[config.mk]
export PLATFORM = sky130hd
export DESIGN_NAME = axi_stream_wide_split
export DESIGN_NICKNAME = d
export VERILOG_FILES = /design/src/rtl/axi_stream_split_pkg.sv /design/src/rtl/axi_stream_wide_split.sv
export SDC_FILE = /design/constraint.sdc
export NUM_CORES = 1
export LEC_CHECK = 0
export BUFFER_PORTS_ARGS = -buffer_cell sky130_fd_sc_hd__buf_4
export CELL_PAD_IN_SITES_DETAIL_PLACEMENT = 1
export CELL_PAD_IN_SITES_GLOBAL_PLACEMENT = 1
export CORE_MARGIN = 3
export CORE_UTILIZATION = 40
export DETAILED_ROUTE_END_ITERATION = 10
export GPL_TIMING_DRIVEN = 1
export PLACE_DENSITY_LB_ADDON = 0.1
export SLEW_MARGIN = 20
export SYNTH_ARGS = -nofsm -noshare
export SYNTH_HDL_FRONTEND = slang
export SYNTH_SLANG_ARGS = --single-unit
[constraint.sdc]
create_clock -name aclk -period 2.9 [get_ports aclk]
set_clock_uncertainty 0.15 [all_clocks]
set_input_delay 0.58 -clock aclk [delete_from_list [all_inputs] [get_ports aclk]]
set_output_delay 0.58 -clock aclk [all_outputs]
set_load 0.1 [all_outputs]
[src/rtl/axi_stream_split_pkg.sv]
// axi_stream_split_pkg: shared types and sizing helpers for the wide-to-narrow stream splitter.
//  split_state_e : EMPTY (no beat held) / SEND (serialising a held beat)
//  ceil_div      : integer ceiling division, used to derive the slice count
//  idx_width     : slice-index width, never below 1 bit
package axi_stream_split_pkg;
    typedef enum logic {EMPTY, SEND} split_state_e;
    function automatic int ceil_div(input int a, input int b);
        return (a + b - 1) / b;
    endfunction
    function automatic int idx_width(input int ratio);
        return (ratio > 1) ? $clog2(ratio) : 1;
    endfunction
endpackage

[src/rtl/axi_stream_wide_split.sv]
// axi_stream_wide_split: serialises each wide AXI-Stream beat into RATIO narrow beats, zero-bubble.
//  aclk, aresetn (async active-low), aclken (freezes all state and handshakes when low)
//  in_tdata/in_tvalid/in_tlast/in_tready    : wide input beat, zero-padded to RATIO*ODSIZE
//  out_tdata/out_tvalid/out_tlast/out_tready : narrow slices; out_tlast only on final slice of a tlast beat
module axi_stream_wide_split
    import axi_stream_split_pkg::*;
#(
    parameter int IDSIZE    = 95,
    parameter int ODSIZE    = 32,
    parameter bit LSB_FIRST = 1'b1
) (
    input  logic              aclk,
    input  logic              aresetn,
    input  logic              aclken,
    input  logic [IDSIZE-1:0] in_tdata,
    input  logic              in_tvalid,
    input  logic              in_tlast,
    output logic              in_tready,
    output logic [ODSIZE-1:0] out_tdata,
    output logic              out_tvalid,
    output logic              out_tlast,
    input  logic              out_tready
);
    localparam int RATIO = ceil_div(IDSIZE, ODSIZE);
    localparam int IDX_W = idx_width(RATIO);
    localparam int BW    = RATIO * ODSIZE;
    localparam logic [IDX_W-1:0] LAST_IDX = IDX_W'(RATIO - 1);
    split_state_e                  state_q;
    logic [RATIO-1:0][ODSIZE-1:0]  data_q;
    logic                          last_q;
    logic [IDX_W-1:0]              idx_q;
    logic [IDX_W-1:0]              sel;
    logic                          full;
    logic                          last_slice;
    logic                          in_fire;
    logic                          out_fire;
    // Ready opens on the final slice so the next beat reloads with no bubble.
    always_comb begin
        full       = state_q == SEND;
        last_slice = idx_q == LAST_IDX;
        sel        = LSB_FIRST ? idx_q : LAST_IDX - idx_q;
        in_tready  = aresetn & aclken & (!full | (out_tready & last_slice));
        in_fire    = in_tvalid & in_tready;
        out_fire   = full & out_tready & aclken;
        out_tvalid = full;
        out_tdata  = data_q[sel];
        out_tlast  = full & last_q & last_slice;
    end
    // A load while full can only happen together with the final-slice fire, so it takes priority.
    always_ff @(posedge aclk or negedge aresetn) begin
        if (!aresetn) begin
            state_q <= EMPTY;
            data_q  <= '0;
            last_q  <= 1'b0;
            idx_q   <= '0;
        end else if (in_fire) begin
            state_q <= SEND;
            data_q  <= BW'(in_tdata);
            last_q  <= in_tlast;
            idx_q   <= '0;
        end else if (out_fire) begin
            state_q <= last_slice ? EMPTY : SEND;
            idx_q   <= last_slice ? '0 : idx_q + 1'b1;
        end
    end
endmodule

==> metrics.csv, run 1 <==
metric,value,unit
antenna_found_initial,0,
holdWs,0.196,ns
hpwl,7720,µm
hold_path.class,input pin to asynchronous set/reset pin,
multi_input_area,1840,µm²
path_max_fanout,15,
yosysMostFrequentCell,dfrtp_1,
wl_per_cell,17.1,µm
die_y,111,µm
synth_ff_type,dfrtp_1,
fin_cells,608,
setup_ws,0.136,ns
crit_start,idx_q[1]$_DFFE_PN0P_,
yosys_warnings,0,
start_util,42.1,%
cts.sink_count,99,
hold_viol,0,
row_count,37,
htree_levels,3,
area_delta_synth_final,31.0,%
finalNetCount,568,
setup_viol,0,
ant_nets,0,
grt_usage,17.1,%
cts_tree,yes,
yosysSeqAreaShare,55.8,%
cts_buffers,9,
syn_nets,434,
n_antenna_cell,0,
die_area,12400,µm²
start_kind,flop,
period_share,95.3,%
drive_above_1_share,48.1,%
numPortBuffers,135,
clock_latency,0.35,ns
critPathKind,flop to output port,
worstMarginPinSlew,0.734,ns
slew_headroom,51.0,%
place.gp.congestion,0.767,
nFillCells,1119,
grt_pass1_wl,17100,µm
synth.area.top_cells,"dfrtp_1 56%, mux2_2 14%, mux2_1 10%",
via_per_inst,4.99,
critPathArrivalTime,2.03,ns
timing.final.crit_period,2.76,ns
synth_area,4440,µm²
yosys.area.top_type_share,55.8,%
grt_overflow,0,
wl,10400,µm
required,2.17,ns
grt_pass1_vias,3351,
grt_start_max_net_pins,60,
ff_latch_area,2480,µm²
synth_edf_count,0,
avgSynthCellArea,13.3,µm²
die_w,111,µm
status,"finished, final reports clean",
holdBufCountCts,0,
ctsRootBufferMaster,clkbuf_8,
drv_slew,0,
synth_common_cells,"99 x dfrtp_1, 56 x mux2_2, 40 x mux2_1",
syn_inst,333,
synthDistinctLibCells,24,
place_ws,0.485,ns
cap_viol_max_count,0,
r2r_start,idx_q[1]$_DFFE_PN0P_,
drt_iter0_markers,133,
dp_cells,592,
vias,3036,
synth_area_leader_cell,dfrtp_1,
clk_path_buf_depth,2,
rsz0062_at_grt,no,
core-area,10600,µm²
pin_count,136,
fmaxAchievable,362,MHz
ys_ff_latch,99,
drc,0,
path_clk_slew,0.09,ns
drt_first_pass_iters,4,
async_flop_share,100,%
cp-end-kind,output port,
[layer usage]
metal	share of wire [%]	track usage (%)	up-vias
li1	-	-	1438
met1	45	22.9	1509
met2	48	28.0	83
met3	6.2	5.43	6
met4	0.76	2.92	0
met5	0	0	-
[registers in the layout (all words and copies together) (netlist names)]
register,count
data_q,95
idx_q,2
last_q,1
out_tvalid,1
[through the flow]
step           util [%]  instance area, µm²  TNS, ns
2_1_floorplan         -                4460    -3.03
3_3_place_gp       53.2                5610        0
3_5_place_dp       53.2                5610        0
4_1_cts            55.0                5810        0
5_1_grt            55.1                5820        0
6_report           55.1                5820        0
[final cells by class]
cell class,instances,area share [%]
repair buffers,146,19.4
well taps,136,2.92
clock buffers,12,2.84
multi-input cells,211,31.6
flip-flops and latches,99,42.6
clock inverters,4,0.580
[worst paths after layout]
path	end	slack [ns]	cells after the start
setup / recovery	out_tdata[30]	0.14	5
max in group asynchronous	data_q[85]$_DFFE_PN0P_	1.83	2
setup reg to reg	data_q[68]$_DFFE_PN0P_	0.57	5
hold / removal	data_q[34]$_DFFE_PN0P_	0.20	2
min in group aclk	data_q[42]$_DFFE_PN0P_	0.28	2
hold reg to reg	data_q[54]$_DFFE_PN0P_	0.34	1
[what timing repair did]
action,in CTS,in global routing
setup endpoints to repair,0,3
setup buffers,0,0
resized for setup,0,3
[logic make-up after synthesis]
family,share of synthesized area (%)
muxes,31.5
DFF,55.8
and+or+nand+nor,4.65
AOI/OAI and AO/OA,4.67
buffers and inverters,3.38
[critical path: stages, from the launching register on]
cell,delay [ns]
dfrtp_4,0.60
nor2b_4,0.28
buf_4,0.30
nand2_1,0.09
o21ai_1,0.10
buf_4,0.31
[cells in the final DEF, fill, tap and decap left out]
cell type / count
dfrtp_4: 1
a21oi_2: 1
nand3_2: 1
buf_6: 2
nor2b_1: 1
nor2b_4: 1
clkinvlp_4: 1
o21ai_0: 4
o31ai_1: 1
clkbuf_8: 12
nand3_1: 2
nand3b_1: 1
a21oi_4: 1
clkinv_4: 3
nor2_1: 1
buf_4: 142
and4b_1: 1
mux2_2: 56
nand2_1: 36
mux2_1: 40
a21boi_0: 1
nand4b_1: 1
o21ai_2: 4
o221ai_1: 1
and3b_1: 1
o21ai_1: 23
dfrtp_1: 98
o211ai_1: 1
buf_12: 2
mux2i_1: 32
Power of run 1 is left out: the tool's default activity adds up to more than one toggle a clock period on the data nets, which glitch-free logic cannot reach.
==> run 2: changes to the inputs <==
Settings changed: CORE_UTILIZATION 40 to 44.
==> run 2 against run 1 <==
Fmax increased by 1.6%. Hold slack improved by 0.075 ns. Clock-buffer cell count unchanged. Worst setup slack improved by 0.045 ns. Critical path type unchanged. Critical endpoint is now out_tdata[8]. Highest routed layer unchanged.
==> metrics.csv, run 2 (synthesized netlist as in run 1, its figures left out) <==
metric,value,unit,change
status,"finished, final reports clean",,
hold_viol,0,,unchanged
clock_latency,0.37,ns,+0.02 ns
regMostFlops,data_q,,
ant_nets,0,,unchanged
start_util,45.5,%,+3.4 points
largest_reg_flops,95,,unchanged
die_area,11300,µm²,-8.6%
period_share,93.8,%,-1.5 points
grt_usage,20.3,%,+3.1 points
grt_start_max_net_pins,59,,-1.7%
core-area,9770,µm²,-7.4%
rrSetupSlack,0.65,ns,+0.08 ns
hold_path.class,input pin to flop,,
place.gp.congestion,0.739,,-3.7%
drv_slew,0,,unchanged
timing.final.crit_period,2.72,ns,-0.0448 ns
reg_top3,"data_q (95), idx_q (2)",,
wl,10900,µm,+4.6%
setup_viol,0,,unchanged
wl_per_cell,17.9,µm,+5.1%
hold_path_end,data_q[51]$_DFFE_PN0P_,,
cts_buffers,9,,unchanged
grt_pass1_wl,17800,µm,+3.8%
reg2reg_depth,5,,unchanged
rsz0062_at_grt,no,,
finalNetCount,568,,unchanged
die_w,106,µm,-4.4%
worst_path_largest_cell_delay,0.61,ns,about the same
required,2.17,ns,about the same
drt_iter0_markers,80,,-40%
drt_first_pass_iters,4,,unchanged
critPathKind,flop to output port,,
r2r-end,data_q[81]$_DFFE_PN0P_,,
crit_path_top_delay_cell,dfrtp_4,,
start_kind,flop,,
htree_levels,3,,unchanged
pin_count,136,,unchanged
numPortBuffers,135,,unchanged
hp-start,in_tdata[51],,
drc,0,,unchanged
cts.sink_count,99,,unchanged
vias,3125,,+2.9%
holdPathStages,2,,
cp-end-kind,output port,,
grt_overflow,0,,unchanged
ctsRootBufferMaster,clkbuf_8,,
die_y,106,µm,-4.4%
grt_pass1_vias,3473,,+3.6%
cap_viol_max_count,0,,unchanged
area_delta_synth_final,31.3,%,
setup_ws,0.181,ns,+0.0448 ns
row_count,36,,-2.7%
cp_cell_sequence,nor2b_4 -> buf_12 -> nand2_1 -> o21ai_1 -> buf_4,,
fmaxAchievable,368,MHz,+1.6%
place_ws,0.521,ns,+0.0356 ns
r2r_start,idx_q[0]$_DFFE_PN0P_,,
holdWs,0.270,ns,+0.0749 ns
clk_path_buf_depth,2,,unchanged
antenna_found_initial,0,,unchanged
hpwl,7870,µm,+2.0%
via_per_inst,5.17,,+3.4%
drive_above_1_share,47.5,%,-0.64 points
layout_common_cells,"143 x buf_4, 98 x dfrtp_1, 56 x mux2_2, 40 x mux2_1, 36 x nand2_1",,
path_max_fanout,23,,+8
worstMarginPinSlew,0.572,ns,-0.163 ns
path_clk_slew,0.09,ns,about the same
n_antenna_cell,0,,unchanged
cts_tree,yes,,
critPathArrivalTime,1.99,ns,-0.04 ns
final_common_cell,buf_4,,
slew_headroom,61.9,%,+11 points
run 2: cell count changes in the layout (fill, tap and decap cells not counted), sizes merged:
cell and change:
buf -1, bufinv +2, clkinv -1, clkinvlp -1, dlygate4sd3 +1
run 2: cell type report:
class	count	area [µm²]
clock inverters	4	73.8
multi-input cells	211	1840
repair buffers	146	1120
well taps	133	166
clock buffers	12	145
flip-flops and latches	99	2480
fillers	1043	3940
run 2: timing repair:
action / in CTS / in global routing
hold buffers: 1 / 0
setup endpoints to repair: 0 / 3
hold endpoints to repair: 11 / 0
setup buffers: 0 / 0
gates resized for setup: 0 / 1
run 2: worst max path at each step:
stage                          from            end  cells past startpoint
3_3_place_gp   idx_q[1]$_DFFE_PN0P_  out_tdata[19]                      4
6_report       idx_q[1]$_DFFE_PN0P_   out_tdata[8]                      5
4_1_cts        idx_q[1]$_DFFE_PN0P_   out_tdata[5]                      4
3_5_place_dp   idx_q[1]$_DFFE_PN0P_   out_tdata[5]                      4
2_1_floorplan  idx_q[1]$_DFFE_PN0P_  out_tdata[19]                      4
5_1_grt        idx_q[1]$_DFFE_PN0P_   out_tdata[4]                      5
run 2: critical path, delay by kind of cell (launching register included):
kind            cells  cell delay [ns]
buf+inv             2             0.53
simple gates        2             0.37
compound gates      1             0.09
flops               1             0.61
run 2: metal layers:
metal / global-route usage (%) / wire (µm) / vias up
li1: - / - / 1437
met1: 25.0 / 4520 / 1587
met2: 33.8 / 5480 / 90
met3: 7.41 / 720 / 11
met4: 5.02 / 136 / 0
met5: 0 / 0 / -
run 2: through the flow:
step | instance area [µm²] | TNS, ns | instances | utilization (%)
after floorplan | 4460 | -3.03 | 333 | -
after global routing | 5830 | 0 | 605 | 59.7
after detailed placement | 5600 | 0 | 588 | 57.3
final | 5830 | 0 | 605 | 59.7
after global placement | 5600 | 0 | 588 | 57.3
after CTS | 5830 | 0 | 605 | 59.6
Power of run 2 is left out for the same reason.
==> run 3: changes to the inputs <==
Settings changed: CORE_ASPECT_RATIO set to 1.2.
==> run 3 against run 2 <==
First-iteration DRC count grew 7.5%. Flip-flop and latch count stayed put. Critical path depth is the same. Utilization increased by 1.1 points. Wire length is essentially flat. Die area is essentially flat. Via count fell by 0.77%. Critical path type is now input pin to output port. Highest routed layer unchanged.
==> metrics.csv, run 3 (synthesized netlist as in run 1, its figures left out) <==
metric,value,unit,change
die_w,97.7,µm,-8.2%
path_clk_slew,0.06,ns,-0.03 ns
hold_path_end,data_q[53]$_DFFE_PN0P_,,
final_common_cell,buf_4,,
die_area,11300,µm²,about the same
grt_use_met2,35.8,%,+2.0 points
cts_buffers,9,,unchanged
layout_common_cells,"143 x buf_4, 98 x dfrtp_1, 56 x mux2_2, 40 x mux2_1, 36 x nand2_1",,
start_kind,input pin,,
clock_latency,0.34,ns,-0.03 ns
drt_first_pass_iters,2,,-2
place.gp.congestion,0.717,,-2.9%
reg2reg_depth,5,,unchanged
critPathArrivalTime,2.01,ns,+0.02 ns
critPathKind,input pin to output port,,
ff_latch_area,2480,µm²,-0.10%
dp_cells,578,,-1.7%
die_y,116,µm,+9.0%
worstMarginPinSlew,0.980,ns,+0.408 ns
via_per_inst,5.22,,+1.1%
pin_count,136,,unchanged
drt_iter0_markers,86,,+7.5%
cap_viol_max_count,0,,unchanged
fin_util,60.8,%,+1.1 points
wl,10900,µm,about the same
drv_slew,0,,unchanged
clk_path_buf_depth,2,,unchanged
r2r_start,idx_q[1]$_DFFE_PN0P_,,
required,2.17,ns,about the same
period_share,94.6,%,+0.87 points
holdWs,0.305,ns,+0.0348 ns
grt_overflow,0,,unchanged
nFillCells,991,,-5.0%
rrSetupSlack,0.64,ns,about the same
hold_viol,0,,unchanged
ant_nets,0,,unchanged
hp-start,in_tdata[53],,
post_cts_resize_count,0,,unchanged
area_delta_synth_final,32.2,%,
multi_input_area,1840,µm²,-0.27%
htree_levels,3,,unchanged
cp-end-kind,output port,,
gr-usage-met3,3.85,%,-3.6 points
regMostFlops,data_q,,
cts.sink_count,99,,unchanged
drive_above_1_share,47.6,%,+0.10 points
rsz0062_at_grt,no,,
wl_per_cell,18.3,µm,+1.9%
vias,3101,,-0.77%
status,"finished, final reports clean",,
cts_tree,yes,,
reg_top3,"data_q (95), idx_q (2)",,
timing.final.crit_period,2.74,ns,+0.0252 ns
hpwl,7750,µm,-1.6%
fin_cells,594,,-1.8%
grt_pass1_vias,3429,,-1.3%
antenna_found_initial,0,,unchanged
row_count,39,,+8.3%
holdPathStages,2,,unchanged
largest_reg_flops,95,,unchanged
start_util,46.0,%,+0.53 points
grt_usage,19.9,%,-0.34 points
r2r-end,data_q[47]$_DFFE_PN0P_,,
slew_headroom,34.7,%,-27 points
path_max_fanout,25,,+8.7%
numPortBuffers,135,,unchanged
drc,0,,unchanged
setup_viol,0,,unchanged
grt_use_met1,23.7,%,-1.4 points
grt_pass1_wl,17400,µm,-2.0%
fmaxAchievable,364,MHz,-0.92%
ctsRootBufferMaster,clkbuf_16,,
grt_busiest_layer,met2,,
hold_path.class,input pin to flop,,
grt_start_max_net_pins,78,,+32%
crit_start,aresetn,,
finalNetCount,568,,unchanged
n_antenna_cell,0,,unchanged
core-area,9660,µm²,-1.2%
-- run 3: cell types whose count changed in the layout (fill, tap and decap cells not counted), sizes merged --
cell / delta
bufinv: -2
clkbuf: +1
-- run 3: worst max path at each step --
| stage | endpoint | cells past startpoint | slack, ns |
|---|---|---|---|
| detailed placement | out_tdata[29] | 4 | 0.58 |
| CTS | in_tready | 5 | 0.15 |
| floorplan | out_tdata[19] | 4 | -0.74 |
| finish | in_tready | 5 | 0.16 |
| global route | in_tready | 5 | 0.02 |
| global placement | out_tdata[29] | 4 | 0.64 |
-- run 3: area by class of cell --
class	count	area share [%]
flip-flops and latches	99	42.2
multi-input cells	211	31.3
repair buffers	146	19.1
clock buffers	13	4.60
well taps	123	2.62
clock inverters	2	0.170
-- run 3: worst max-delay path, stage by stage --
cell           delay (ns)
dlygate4sd3_1        0.53
buf_4                0.31
nand2_1              0.11
a21oi_2              0.16
buf_4                0.32
-- run 3: per-layer routing --
layer  vias up  share of wire [%]
met5         -                  0
met2        84                 52
li1       1444                  -
met3        12                4.9
met1      1561                 41
met4         0                1.6
-- run 3: repair_timing --
| item | CTS | global route |
|---|---|---|
| endpoints found under the hold margin | 22 | 0 |
| hold buffers | 1 | 0 |
| setup endpoints to repair | 0 | 0 |
| buffers inserted | 0 | 0 |
-- run 3: through the flow --
stage          area, µm²  setup TNS [ns]  setup slack (ns)
2_1_floorplan       4460           -3.03            -0.738
3_5_place_dp        5580               0             0.581
6_report            5870               0             0.155
4_1_cts             5870               0             0.146
3_3_place_gp        5580               0             0.637
5_1_grt             5870               0            0.0155
Power of run 3 is left out for the same reason.
